<file path="src/rtl/conv2_maxpool_stream.sv">
// conv2_maxpool_stream
//   Streaming 3x3, stride-2 max-pool over one channel plane at a time.
//   Pixels arrive in raster order (IN_H x IN_W). Planes follow back-to-back.
//   The pooled OUT_H x OUT_W plane is emitted in raster order.
//   Comparisons are signed. On a tie, the earlier operand is kept.
//
// Ports
//   clk       : rising-edge clock
//   rst       : synchronous active-high reset
//   in_data   : activation pixel (signed, DATA_W bits)
//   in_valid  : in_data is valid
//   in_ready  : a beat can be accepted this cycle
//   out_data  : pooled pixel
//   out_valid : out_data is valid
//   out_ready : downstream accepts out_data
//   out_last  : marks the final pooled pixel of a plane

module conv2_maxpool_stream #(
    parameter int DATA_W = 16,
    parameter int IN_W   = 27,
    parameter int IN_H   = 27
) (
    input  logic              clk,
    input  logic              rst,
    input  logic [DATA_W-1:0] in_data,
    input  logic              in_valid,
    output logic              in_ready,
    output logic [DATA_W-1:0] out_data,
    output logic              out_valid,
    input  logic              out_ready,
    output logic              out_last
);

    localparam int OUT_W = (IN_W - 3) / 2 + 1;
    localparam int OUT_H = (IN_H - 3) / 2 + 1;
    localparam int CW    = $clog2(IN_W);
    localparam int RW    = $clog2(IN_H);
    localparam int JW    = (OUT_W > 1) ? $clog2(OUT_W) : 1;

    logic [CW-1:0]     col;
    logic [RW-1:0]     row;
    logic [DATA_W-1:0] hmax;
    logic [DATA_W-1:0] vbuf [OUT_W];

    logic              accept;
    logic              h_final;
    logic              emit;
    logic              plane_end;
    logic [JW-1:0]     jdx;
    logic [DATA_W-1:0] h;
    logic [DATA_W-1:0] v_cur;
    logic [DATA_W-1:0] v_max;

    // Signed max. The tie returns a.
    function automatic logic [DATA_W-1:0] smax(input logic [DATA_W-1:0] a,
                                               input logic [DATA_W-1:0] b);
        return ($signed(b) > $signed(a)) ? b : a;
    endfunction

    always_comb begin
        in_ready  = !out_valid || out_ready;
        accept    = in_valid && in_ready;
        h         = smax(hmax, in_data);
        // Window j = (c-2)/2. This value is only meaningful when h_final is set.
        jdx       = JW'((col >> 1) - CW'(1));
        v_cur     = vbuf[jdx];
        v_max     = smax(v_cur, h);
        h_final   = accept && (col != '0) && !col[0];
        emit      = h_final && (row != '0) && !row[0];
        plane_end = (row == RW'(2 * OUT_H)) && (col == CW'(2 * OUT_W));
    end

    // Column-max line buffer. Row 0 always overwrites an entry before it is read,
    // so no reset is needed. An even row seeds the next window row with h.
    always_ff @(posedge clk) begin
        if (h_final && !rst) begin
            vbuf[jdx] <= row[0] ? v_max : h;
        end
    end

    always_ff @(posedge clk) begin
        if (rst) begin
            col       <= '0;
            row       <= '0;
            hmax      <= '0;
            out_data  <= '0;
            out_valid <= 1'b0;
            out_last  <= 1'b0;
        end else begin
            if (out_ready) begin
                out_valid <= 1'b0;
            end
            if (accept) begin
                if (col == CW'(IN_W - 1)) begin
                    col <= '0;
                    row <= (row == RW'(IN_H - 1)) ? '0 : row + RW'(1);
                end else begin
                    col <= col + CW'(1);
                end
                // An odd column extends the window. Column 0, and an even column
                // that closes a window, both start a new window with x.
                hmax <= ((col != '0) && col[0]) ? h : in_data;
                if (emit) begin
                    out_data  <= v_max;
                    out_valid <= 1'b1;
                    out_last  <= plane_end;
                end
            end
        end
    end

endmodule

</file>
<file path="config.mk">
export PLATFORM = sky130hd
export DESIGN_NAME = conv2_maxpool_stream
export DESIGN_NICKNAME = d
export VERILOG_FILES = /design/src/rtl/conv2_maxpool_stream.sv
export SDC_FILE = /design/constraint.sdc
export NUM_CORES = 1
export LEC_CHECK = 0
export BUFFER_PORTS_ARGS = -buffer_cell sky130_fd_sc_hd__clkbuf_2
export CORE_ASPECT_RATIO = 1.1
export CORE_MARGIN = 5
export CORE_UTILIZATION = 62
export CTS_CLUSTER_DIAMETER = 40
export DETAILED_ROUTE_END_ITERATION = 12
export PLACE_DENSITY = 0.8
export SLEW_MARGIN = 0
export SYNTH_ARGS = -nofsm -noshare
export SYNTH_HDL_FRONTEND = slang
export SYNTH_SLANG_ARGS = --single-unit
</file>
<file path="constraint.sdc">
create_clock -name clk -period 7.2 [get_ports clk]
set_input_delay 0.36 -clock clk [delete_from_list [all_inputs] [get_ports clk]]
set_output_delay 0.36 -clock clk [all_outputs]
set_load 0.05 [all_outputs]
</file>
==> results of run 1 <==
## state kept, by name, summed over array words and instances (netlist names)
| name | cells |
|---|---|
| vbuf | 208 |
| hmax | 16 |
| out_data | 16 |
| col | 5 |
| row | 5 |
| out_last | 1 |
| out_valid | 1 |
## where the power goes
part	switching (mW)	total (mW)	internal, mW
Clock	0.614	1.59	0.972
Sequential	0.0118	1.64	1.63
Combinational	0.237	0.383	0.146
Total	0.863	3.61	2.75
## layer usage
| metal | share of wire | track usage | routed length (um) |
|---|---|---|---|
| met1 | 0.36 | 0.349 | 10100 |
| met4 | 0.037 | 0.0960 | 1030 |
| met3 | 0.10 | 0.0471 | 2820 |
| met2 | 0.50 | 0.439 | 13900 |
| met5 | 0 | 0 | 0 |
## stage by stage
step	instances	setup WS (ps)	hold WS, ps
2_1_floorplan	723	1720	461
3_3_place_gp	979	1860	473
3_5_place_dp	979	1690	479
4_1_cts	1035	1660	91.9
5_1_grt	1035	1310	112
6_report	1035	1530	98.8
## cells in the mapped netlist (18+ instances only)
library cell,count,share of area
nor2_1,23,0.0076
nand2b_1,34,0.019
nand2_1,31,0.010
inv_1,41,0.013
mux4_2,64,0.13
ha_1,43,0.047
and2_1,23,0.013
edfxtp_1,208,0.55
dfxtp_1,44,0.077
mux2i_1,18,0.016
clkbuf_1,19,0.0062
## cells by family after synthesis
logic type                 synth area share
AOI/OAI and AO/OA                    0.0526
DFF                                   0.623
xor gates and xnor gates            0.00766
buffers and inverters                0.0270
adders and majority gates            0.0471
and+or+nand+nor                      0.0845
muxes                                 0.158
## worst min-delay path, delay by kind of cell
kind	cells	cell delay (ps)
AND/OR/NAND/NOR	1	70
buffers and inverters	1	110
multiplexers	1	60
## final cells by class
cell class              instances  share of cell area
clock buffers                  32              0.0602
clock inverters                24              0.0218
inverters                      41              0.0119
multi-input cells             395               0.311
flip-flops and latches        252               0.551
well taps                     243              0.0235
repair buffers                 48              0.0205
## worst max-delay path by stage
stage	end	cells after the start	slack (ps)
after floorplan	vbuf[0][10]	19	1720
after global placement	vbuf[11][14]	15	1860
after detailed placement	vbuf[1][4]	15	1690
after CTS	vbuf[8][2]	15	1660
after global routing	vbuf[7][3]	14	1310
final	vbuf[8][2]	14	1530
==> flow_metrics.env, run 1 <==
export IMPL_status="completed"
export IMPL_crit_path_start_kind="flop"
export IMPL_clockBufferDepth=3
export IMPL_die_h_um=152
export IMPL_finalMaxSlewViolations=0
export IMPL_worst_path_largest_cell_delay_ps=550
export IMPL_powerDensity_nw_per_um2=279
export IMPL_ys_ff_latch=252
export IMPL_worstSkewPairLatency_ps=550
export IMPL_hold_depth=3
export IMPL_core_rowCount=52
export IMPL_mostFrequentLayoutCell="edfxtp_1"
export IMPL_netlist_area_um2=11400
export IMPL_hpwl_um=16400
export IMPL_antenna_found_initial=0
export IMPL_regToRegStartpoint="hmax[15]"
export IMPL_drv_cap=0
export IMPL_dieArea_um2=21300
export IMPL_multi_input_area_um2=4030
export IMPL_worstHoldStart="in_data[10]"
export IMPL_place_area_um2=11900
export IMPL_yosys_warnings=0
export IMPL_hold_viol_final=0
export IMPL_cpLargestDelayFamily="simple AND/OR/NAND/NOR gates"
export IMPL_finalSetupViolCount=0
export IMPL_p_leak_nw=4.53
export IMPL_cp_startpoint="hmax[15]"
export IMPL_crit_type="flop to flop"
export IMPL_gp_congestion=0.931
export IMPL_synthCells=723
export IMPL_drt_iter0_markers=717
export IMPL_ys_seq_area_frac=0.623
export IMPL_grt_pass1_vias=7190
export IMPL_post_route_period_util=0.787
export IMPL_ys_async_sr_fraction=0
export IMPL_clock_root_buffer="clkbuf_16"
export IMPL_min_to="hmax[10]"
export IMPL_ys_flop_type="edfxtp_1"
export IMPL_layout_common_cells="edfxtp_1 (208), mux4_2 (64), dfxtp_1 (43), ha_1 (42), inv_1 (41)"
export IMPL_syn_nets=786
export IMPL_worstPathArrival_ps=5920
export IMPL_firstDrtPassIters=6
export IMPL_timing_setup_tns_ps=0
export IMPL_hp_class="primary input to flop"
export IMPL_grt_pass1_wl_um=42600
export IMPL_r2r_slack_ps=1530
export IMPL_crit_required_ps=7450
export IMPL_drc=0
export IMPL_port_buffer_count=38
export IMPL_num_vias=6983
export IMPL_finalCriticalPeriod_ps=5670
export IMPL_reg2reg_depth=14
export IMPL_post_drt_wl_per_cell_um=26.8
export IMPL_layout_drive_gt1_share=0.239
export IMPL_fmaxAchievable_mhz=176
export IMPL_crit_top_cell="ha_1"
export IMPL_layout_nets=831
export IMPL_grt_usage=0.263
export IMPL_drt_wl_total_um=27800
export IMPL_worst_pin_slew_ps=1260
export IMPL_drtAntennaViolNets=0
export IMPL_design_area_um2=12900
export IMPL_worst_path_max_delay_cell="or3_1"
export IMPL_grt_max_degree=43
export IMPL_synth_distinct_cells=51
export IMPL_path_max_fanout=17
export IMPL_clk_pin_slew_ps=60
export IMPL_r2r_end="vbuf[8][2]"
export IMPL_regArea_um2=7130
export IMPL_synth_edf_count=208
export IMPL_antennaDiodeCount=0
export IMPL_crit_chain="inv_1 > ha_1 > nand2_1 > or3_1 > nor3_4 > o21ai_0 > ha_1 > a41o_1 > a21oi_1 > o2111ai_1 > o31a_1 > nor2_1 > buf_4 > mux2_2"
export IMPL_finClkSkew_ps=21.8
export IMPL_clock_sinks=252
export IMPL_via_per_inst=6.75
export IMPL_postCtsResizedCells=0
export IMPL_totalPowerFinal_mw=3.61
export IMPL_area_delta_synth_final_pct=13.2
export IMPL_critPathBufInv=2
export IMPL_rsz0062_at_grt="no"
export IMPL_syn_area_per_cell_um2=15.8
export IMPL_relSlewSlack=0.161
export IMPL_die_w_um=139
export IMPL_ir_worst_vdd_uv=184
export IMPL_tritoncts="done"
export IMPL_cts_buffers=30
export IMPL_start_util=0.625
export IMPL_n_fill_cell=1110
export IMPL_post_cts_buffers=0
export IMPL_ioPinCount=39
export IMPL_cts_htree_levels=1
export IMPL_fin_util=0.708
export IMPL_gr_total_overflow=0
export IMPL_core_area_um2=18300
export IMPL_cts_hold_fix_buffers=0
export IMPL_worstSetupEndpointType="flop"
(Power assumes the default switching activity.)
==> run 2: changes to the inputs <==
- CORE_UTILIZATION: 62 -> 56
- PLACE_DENSITY: 0.8 -> 0.76
- clock period: 7.2 -> 4.99 ns (I/O delays scaled with it)
==> run 2 against run 1 <==
Against the previous run:
- sequential power rose by 44%
- critical path depth increased by 1
- clock power increased by 26%
- largest cell class unchanged
==> flow_metrics.env, run 2 (same netlist as run 1, synthesis figures left out) <==
export IMPL_combinationalPowerShare=0.116
export IMPL_post_route_period_util=0.942
export IMPL_finalMaxSlewViolations=0
export IMPL_crit_type="flop to flop"
export IMPL_layout_drive_gt1_share=0.258
export IMPL_reg2reg_depth=15
export IMPL_regArea_um2=7130
export IMPL_drt_wl_total_um=26500
export IMPL_clock_sinks=252
export IMPL_cts_htree_levels=1
export IMPL_gp_congestion=1.06
export IMPL_antenna_found_initial=0
export IMPL_whs_ps=20.2
export IMPL_power_clock_fraction=0.405
export IMPL_grt_pass1_vias=6990
export IMPL_drtAntennaViolNets=0
export IMPL_worst_path_largest_cell_delay_ps=500
export IMPL_clockBufferDepth=3
export IMPL_r2r_end="vbuf[9][13]"
export IMPL_num_vias=6806
export IMPL_drv_cap=0
export IMPL_core_rowCount=54
export IMPL_multi_input_area_um2=4040
export IMPL_grt_pass1_wl_um=40800
export IMPL_ioPinCount=39
export IMPL_path_max_fanout=17
export IMPL_r2r_slack_ps=290
export IMPL_hold_depth=3
export IMPL_finalSetupViolCount=0
export IMPL_status="completed"
export IMPL_port_buffer_count=38
export IMPL_hp_class="primary input to flop"
export IMPL_reg_top3="vbuf x208, hmax x16, out_data x16"
export IMPL_relSlewSlack=0.222
export IMPL_core_area_um2=20000
export IMPL_gr_total_overflow=0
export IMPL_fmaxAchievable_mhz=213
export IMPL_post_cts_buffers=0
export IMPL_firstDrtPassIters=5
export IMPL_seqPwrFrac=0.479
export IMPL_hpwl_um=17000
export IMPL_regToRegStartpoint="hmax[9]"
export IMPL_p_leak_nw=4.59
export IMPL_rsz0062_at_grt="no"
export IMPL_worstSkewPairLatency_ps=530
export IMPL_finalCriticalPeriod_ps=4700
export IMPL_totalPowerFinal_mw=4.93
export IMPL_p_sw_frac=0.246
export IMPL_grt_max_degree=51
export IMPL_hold_viol_final=0
export IMPL_worst_pin_slew_ps=1160
export IMPL_worstHoldStart="in_data[3]"
export IMPL_worstSetupEndpointType="flop"
export IMPL_switchingPower_mw=1.21
export IMPL_start_util=0.572
export IMPL_finClkSkew_ps=8.55
export IMPL_min_to="hmax[3]"
export IMPL_dieArea_um2=23400
export IMPL_mostFrequentLayoutCell="edfxtp_1"
export IMPL_worstPathArrival_ps=4940
export IMPL_ir_worst_vdd_uv=230
export IMPL_die_h_um=160
export IMPL_crit_chain="inv_1 > ha_1 > a21oi_1 > nor3_4 > or3_1 > nor3_4 > o21ai_0 > ha_1 > a41o_1 > a21oi_1 > o2111ai_1 > o31a_1 > nor2_2 > buf_12 > mux2_2"
export IMPL_area_delta_synth_final_pct=14.2
export IMPL_internal_power_mw=3.71
export IMPL_crit_path_start_kind="flop"
export IMPL_tritoncts="done"
export IMPL_die_w_um=146
export IMPL_cts_buffers=29
export IMPL_layout_common_cells="edfxtp_1 (208), mux4_2 (64), dfxtp_1 (43), ha_1 (42), inv_1 (41)"
export IMPL_timing_setup_tns_ps=0
export IMPL_layout_nets=854
export IMPL_drt_iter0_markers=606
export IMPL_clock_root_buffer="clkbuf_16"
export IMPL_powerDensity_nw_per_um2=378
export IMPL_clk_pin_slew_ps=60
export IMPL_worst_path_max_delay_cell="nor3_4"
export IMPL_post_drt_wl_per_cell_um=24.8
export IMPL_antennaDiodeCount=0
export IMPL_crit_required_ps=5230
export IMPL_grt_usage=0.226
export IMPL_largest_reg_flops=208
export IMPL_drc=0
export IMPL_n_fill_cell=1364
export IMPL_via_per_inst=6.39
export IMPL_regMostFlops="vbuf"
-- run 2: cell count changes in the layout (fill, tap and decap cells not counted), moves of 2 or more --
cell	delta
bufinv_16	-4
dlygate4sd3_1	+5
nor2_1	-2
clkbuf_16	-2
clkinv_2	+2
inv_6	+2
clkinv_1	-4
nor2_2	+2
clkbuf_1	+2
buf_4	+16
buf_12	+3
-- run 2: cell type report --
type,count,area share
inverters,41,0.0118
multi-input cells,395,0.309
repair buffers,72,0.0380
flip-flops and latches,252,0.546
clock inverters,21,0.0138
well taps,252,0.0242
clock buffers,32,0.0565
-- run 2: power by group through the flow --
stage	clock, mW	sequential [mW]	combinational [mW]
5_1_grt	2.12	2.36	0.620
6_report	2.00	2.36	0.570
4_1_cts	2.02	2.36	0.566
3_3_place_gp	0	2.41	0.535
3_5_place_dp	0	2.41	0.557
2_1_floorplan	0	2.40	0.396
-- run 2: per-layer routing --
layer,up-vias,GRT usage,part of all wire
met3,62,0.0397,0.079
li1,2976,-,-
met2,317,0.381,0.50
met4,0,0.0642,0.025
met5,-,0,0
met1,3451,0.304,0.40
-- run 2: metrics by stage --
stage	instance area [um^2]	cells	util	setup WS [ps]
final	13000	1065	0.652	290
after detailed placement	12100	1007	0.604	203
after floorplan	11400	723	-	20.4
after CTS	13000	1065	0.652	173
after global placement	12100	1007	0.604	300
after global routing	13000	1065	0.652	118
-- run 2: worst max-delay path, delay by kind of cell, from the launching register on --
kind                     cells  cell delay [ps]
AO/OA/AOI/OAI                6             1430
flip-flops                   1              360
adder cells (fa/ha/maj)      2              730
AND/OR/NAND/NOR              4             1170
buffers and inverters        2              240
multiplexers                 1              460
-- run 2: worst max-delay path by stage --
stage                         from      endpoint  slack (ps)  depth (start not counted)
after floorplan             col[1]   vbuf[0][10]          20                         19
after global placement    hmax[15]  out_data[11]         300                         15
after detailed placement  hmax[15]   out_data[2]         200                         15
after CTS                 hmax[15]  out_data[10]         170                         15
after global routing       hmax[9]   vbuf[9][13]         120                         15
final                      hmax[9]   vbuf[9][13]         290                         15
-- run 2: what timing repair did --
item,4_1_cts,5_1_grt
hold buffers,5,0
resized for setup,0,2
setup endpoints to repair,0,219
endpoints found under the hold margin,5,0
==> run 3: changes to the inputs <==
==> constraint.sdc (replaced) <==
create_clock -name clk -period 4.99 [get_ports clk]
set_input_delay 0.998 -clock clk [delete_from_list [all_inputs] [get_ports clk]]
set_output_delay 0.998 -clock clk [all_outputs]
set_load 0.05 [all_outputs]
==> run 3 against run 2 <==
Against the previous run:
- combinational power up 6.7%
- clock skew up 12 ps
- clock power up 12%
- routed wire length up 4.0%
- first-iteration DRC count up 3.5%
- clock-buffer cell count up 1
- cell count up 2.6%
- global-route usage up 1.0 points
- sequential share of layout area down 1.3 points
- largest power group unchanged
==> flow_metrics.env, run 3 (same netlist as run 1, synthesis figures left out) <==
export IMPL_status="completed"
export IMPL_clk_pin_slew_ps=60
export IMPL_grt_max_degree=53
export IMPL_post_cts_buffers=0
export IMPL_dieArea_um2=23400
export IMPL_r2r_slack_ps=210
export IMPL_crit_chain="inv_1 > ha_2 > buf_4 > mux4_2 > mux4_2 > inv_1 > ha_1 > nand4_1 > nor3_1 > a21boi_0 > o31a_1 > nor2_4 > buf_4 > mux2_2"
export IMPL_p_leak_nw=4.77
export IMPL_grt_pass1_wl_um=42400
export IMPL_gr_total_overflow=0
export IMPL_worst_path_largest_cell_delay_ps=850
export IMPL_cts_buffers=31
export IMPL_setup_ws_ps=208
export IMPL_drtAntennaViolNets=0
export IMPL_tritoncts="done"
export IMPL_hp_class="flop to flop"
export IMPL_post_route_period_util=0.958
export IMPL_layout_nets=880
export IMPL_finClkSkew_ps=20.8
export IMPL_r2r_end="vbuf[0][10]"
export IMPL_totalPowerFinal_mw=5.23
export IMPL_antenna_found_initial=0
export IMPL_mostFrequentLayoutCell="edfxtp_1"
export IMPL_reg2reg_depth=14
export IMPL_fmaxAchievable_mhz=209
export IMPL_worstHoldStart="hmax[5]"
export IMPL_port_buffer_count=38
export IMPL_finalCriticalPeriod_ps=4780
export IMPL_clock_root_buffer="clkbuf_16"
export IMPL_crit_required_ps=5250
export IMPL_crit_path_start_kind="flop"
export IMPL_layout_drive_gt1_share=0.290
export IMPL_timing_setup_tns_ps=0
export IMPL_grt_pass1_vias=7175
export IMPL_core_area_um2=20000
export IMPL_drt_wl_total_um=27500
export IMPL_cts_htree_levels=1
export IMPL_min_to="hmax[5]"
export IMPL_drt_iter0_markers=627
export IMPL_post_drt_wl_per_cell_um=25.2
export IMPL_regToRegStartpoint="col[2]"
export IMPL_layout_common_cells="edfxtp_1 (208), mux4_2 (64), buf_4 (54), dfxtp_1 (43), ha_1 (42)"
export IMPL_hpwl_um=17200
export IMPL_start_util=0.572
export IMPL_relSlewSlack=0.239
export IMPL_path_max_fanout=24
export IMPL_worstSetupEndpointType="flop"
export IMPL_worst_pin_slew_ps=1140
export IMPL_clockBufferDepth=3
export IMPL_finalMaxSlewViolations=0
export IMPL_die_h_um=160
export IMPL_hold_viol_final=0
export IMPL_core_rowCount=54
export IMPL_drv_cap=0
export IMPL_crit_type="flop to flop"
export IMPL_finalSetupViolCount=0
export IMPL_powerDensity_nw_per_um2=391
export IMPL_via_per_inst=6.38
export IMPL_ir_worst_vdd_uv=328
export IMPL_area_delta_synth_final_pct=17.0
export IMPL_worst_path_max_delay_cell="ha_2"
export IMPL_drc=0
export IMPL_reg_top3="vbuf x208, hmax x16, out_data x16"
export IMPL_whs_ps=493
export IMPL_gp_congestion=0.992
export IMPL_antennaDiodeCount=0
export IMPL_die_w_um=146
export IMPL_firstDrtPassIters=5
export IMPL_ioPinCount=39
export IMPL_num_vias=6968
export IMPL_rsz0062_at_grt="no"
export IMPL_worstSkewPairLatency_ps=550
export IMPL_pre_cts_ws_ps=11.2
export IMPL_postCtsResizedCells=0
export IMPL_regMostFlops="vbuf"
export IMPL_cts_hold_fix_buffers=0
export IMPL_largest_reg_flops=208
export IMPL_clock_sinks=252
export IMPL_grt_usage=0.236
export IMPL_worstPathArrival_ps=5040
export IMPL_hold_depth=2
-- run 3: area by class of cell --
cell class / count / area [um^2]
sequential: 252 / 7130
fill: 1319 / 6620
multi-input combinational: 395 / 4040
clock buffer: 33 / 783
timing repair buffer: 96 / 676
tap: 252 / 315
clock inverter: 24 / 282
inverter: 41 / 154
-- run 3: report_power, final --
| group | switching (mW) | internal, mW |
|---|---|---|
| sequential | 0.0149 | 2.35 |
| combinational | 0.353 | 0.254 |
| clock | 0.926 | 1.33 |
| total | 1.29 | 3.93 |
-- run 3: worst max-delay path: cells and delay by family, from the launching register on --
family / cells / cell delay (ps)
AND/OR/NAND/NOR: 3 / 410
multiplexers: 3 / 1250
AO/OA/AOI/OAI: 2 / 490
buffers and inverters: 4 / 760
adder cells (fa/ha/maj): 2 / 1090
flip-flops: 1 / 460
-- run 3: worst max path at each step --
stage,from,to,slack [ps],cells after the start
floorplan,in_data[13],vbuf[0][10],70,16
global placement,in_data[15],vbuf[3][10],70,17
detailed placement,in_data[15],vbuf[0][10],10,17
CTS,col[2],vbuf[6][10],250,14
global route,col[2],vbuf[12][10],30,14
finish,col[2],vbuf[0][10],210,14
-- run 3: metrics by stage --
step / instances / util / instance area [um^2]
floorplan: 723 / - / 11400
global placement: 1036 / 0.616 / 12300
detailed placement: 1036 / 0.616 / 12300
CTS: 1093 / 0.669 / 13400
global route: 1093 / 0.669 / 13400
finish: 1093 / 0.669 / 13400
-- run 3: per-layer routing --
layer  wire (um)  vias to the layer above  part of all wire  track usage
met2       13900                      327              0.51        0.395
met1       10500                     3554              0.38        0.315
met3        2250                       56             0.082       0.0397
met4         811                        0             0.029       0.0838
li1            -                     3031                 -            -
met5           0                        -                 0            0
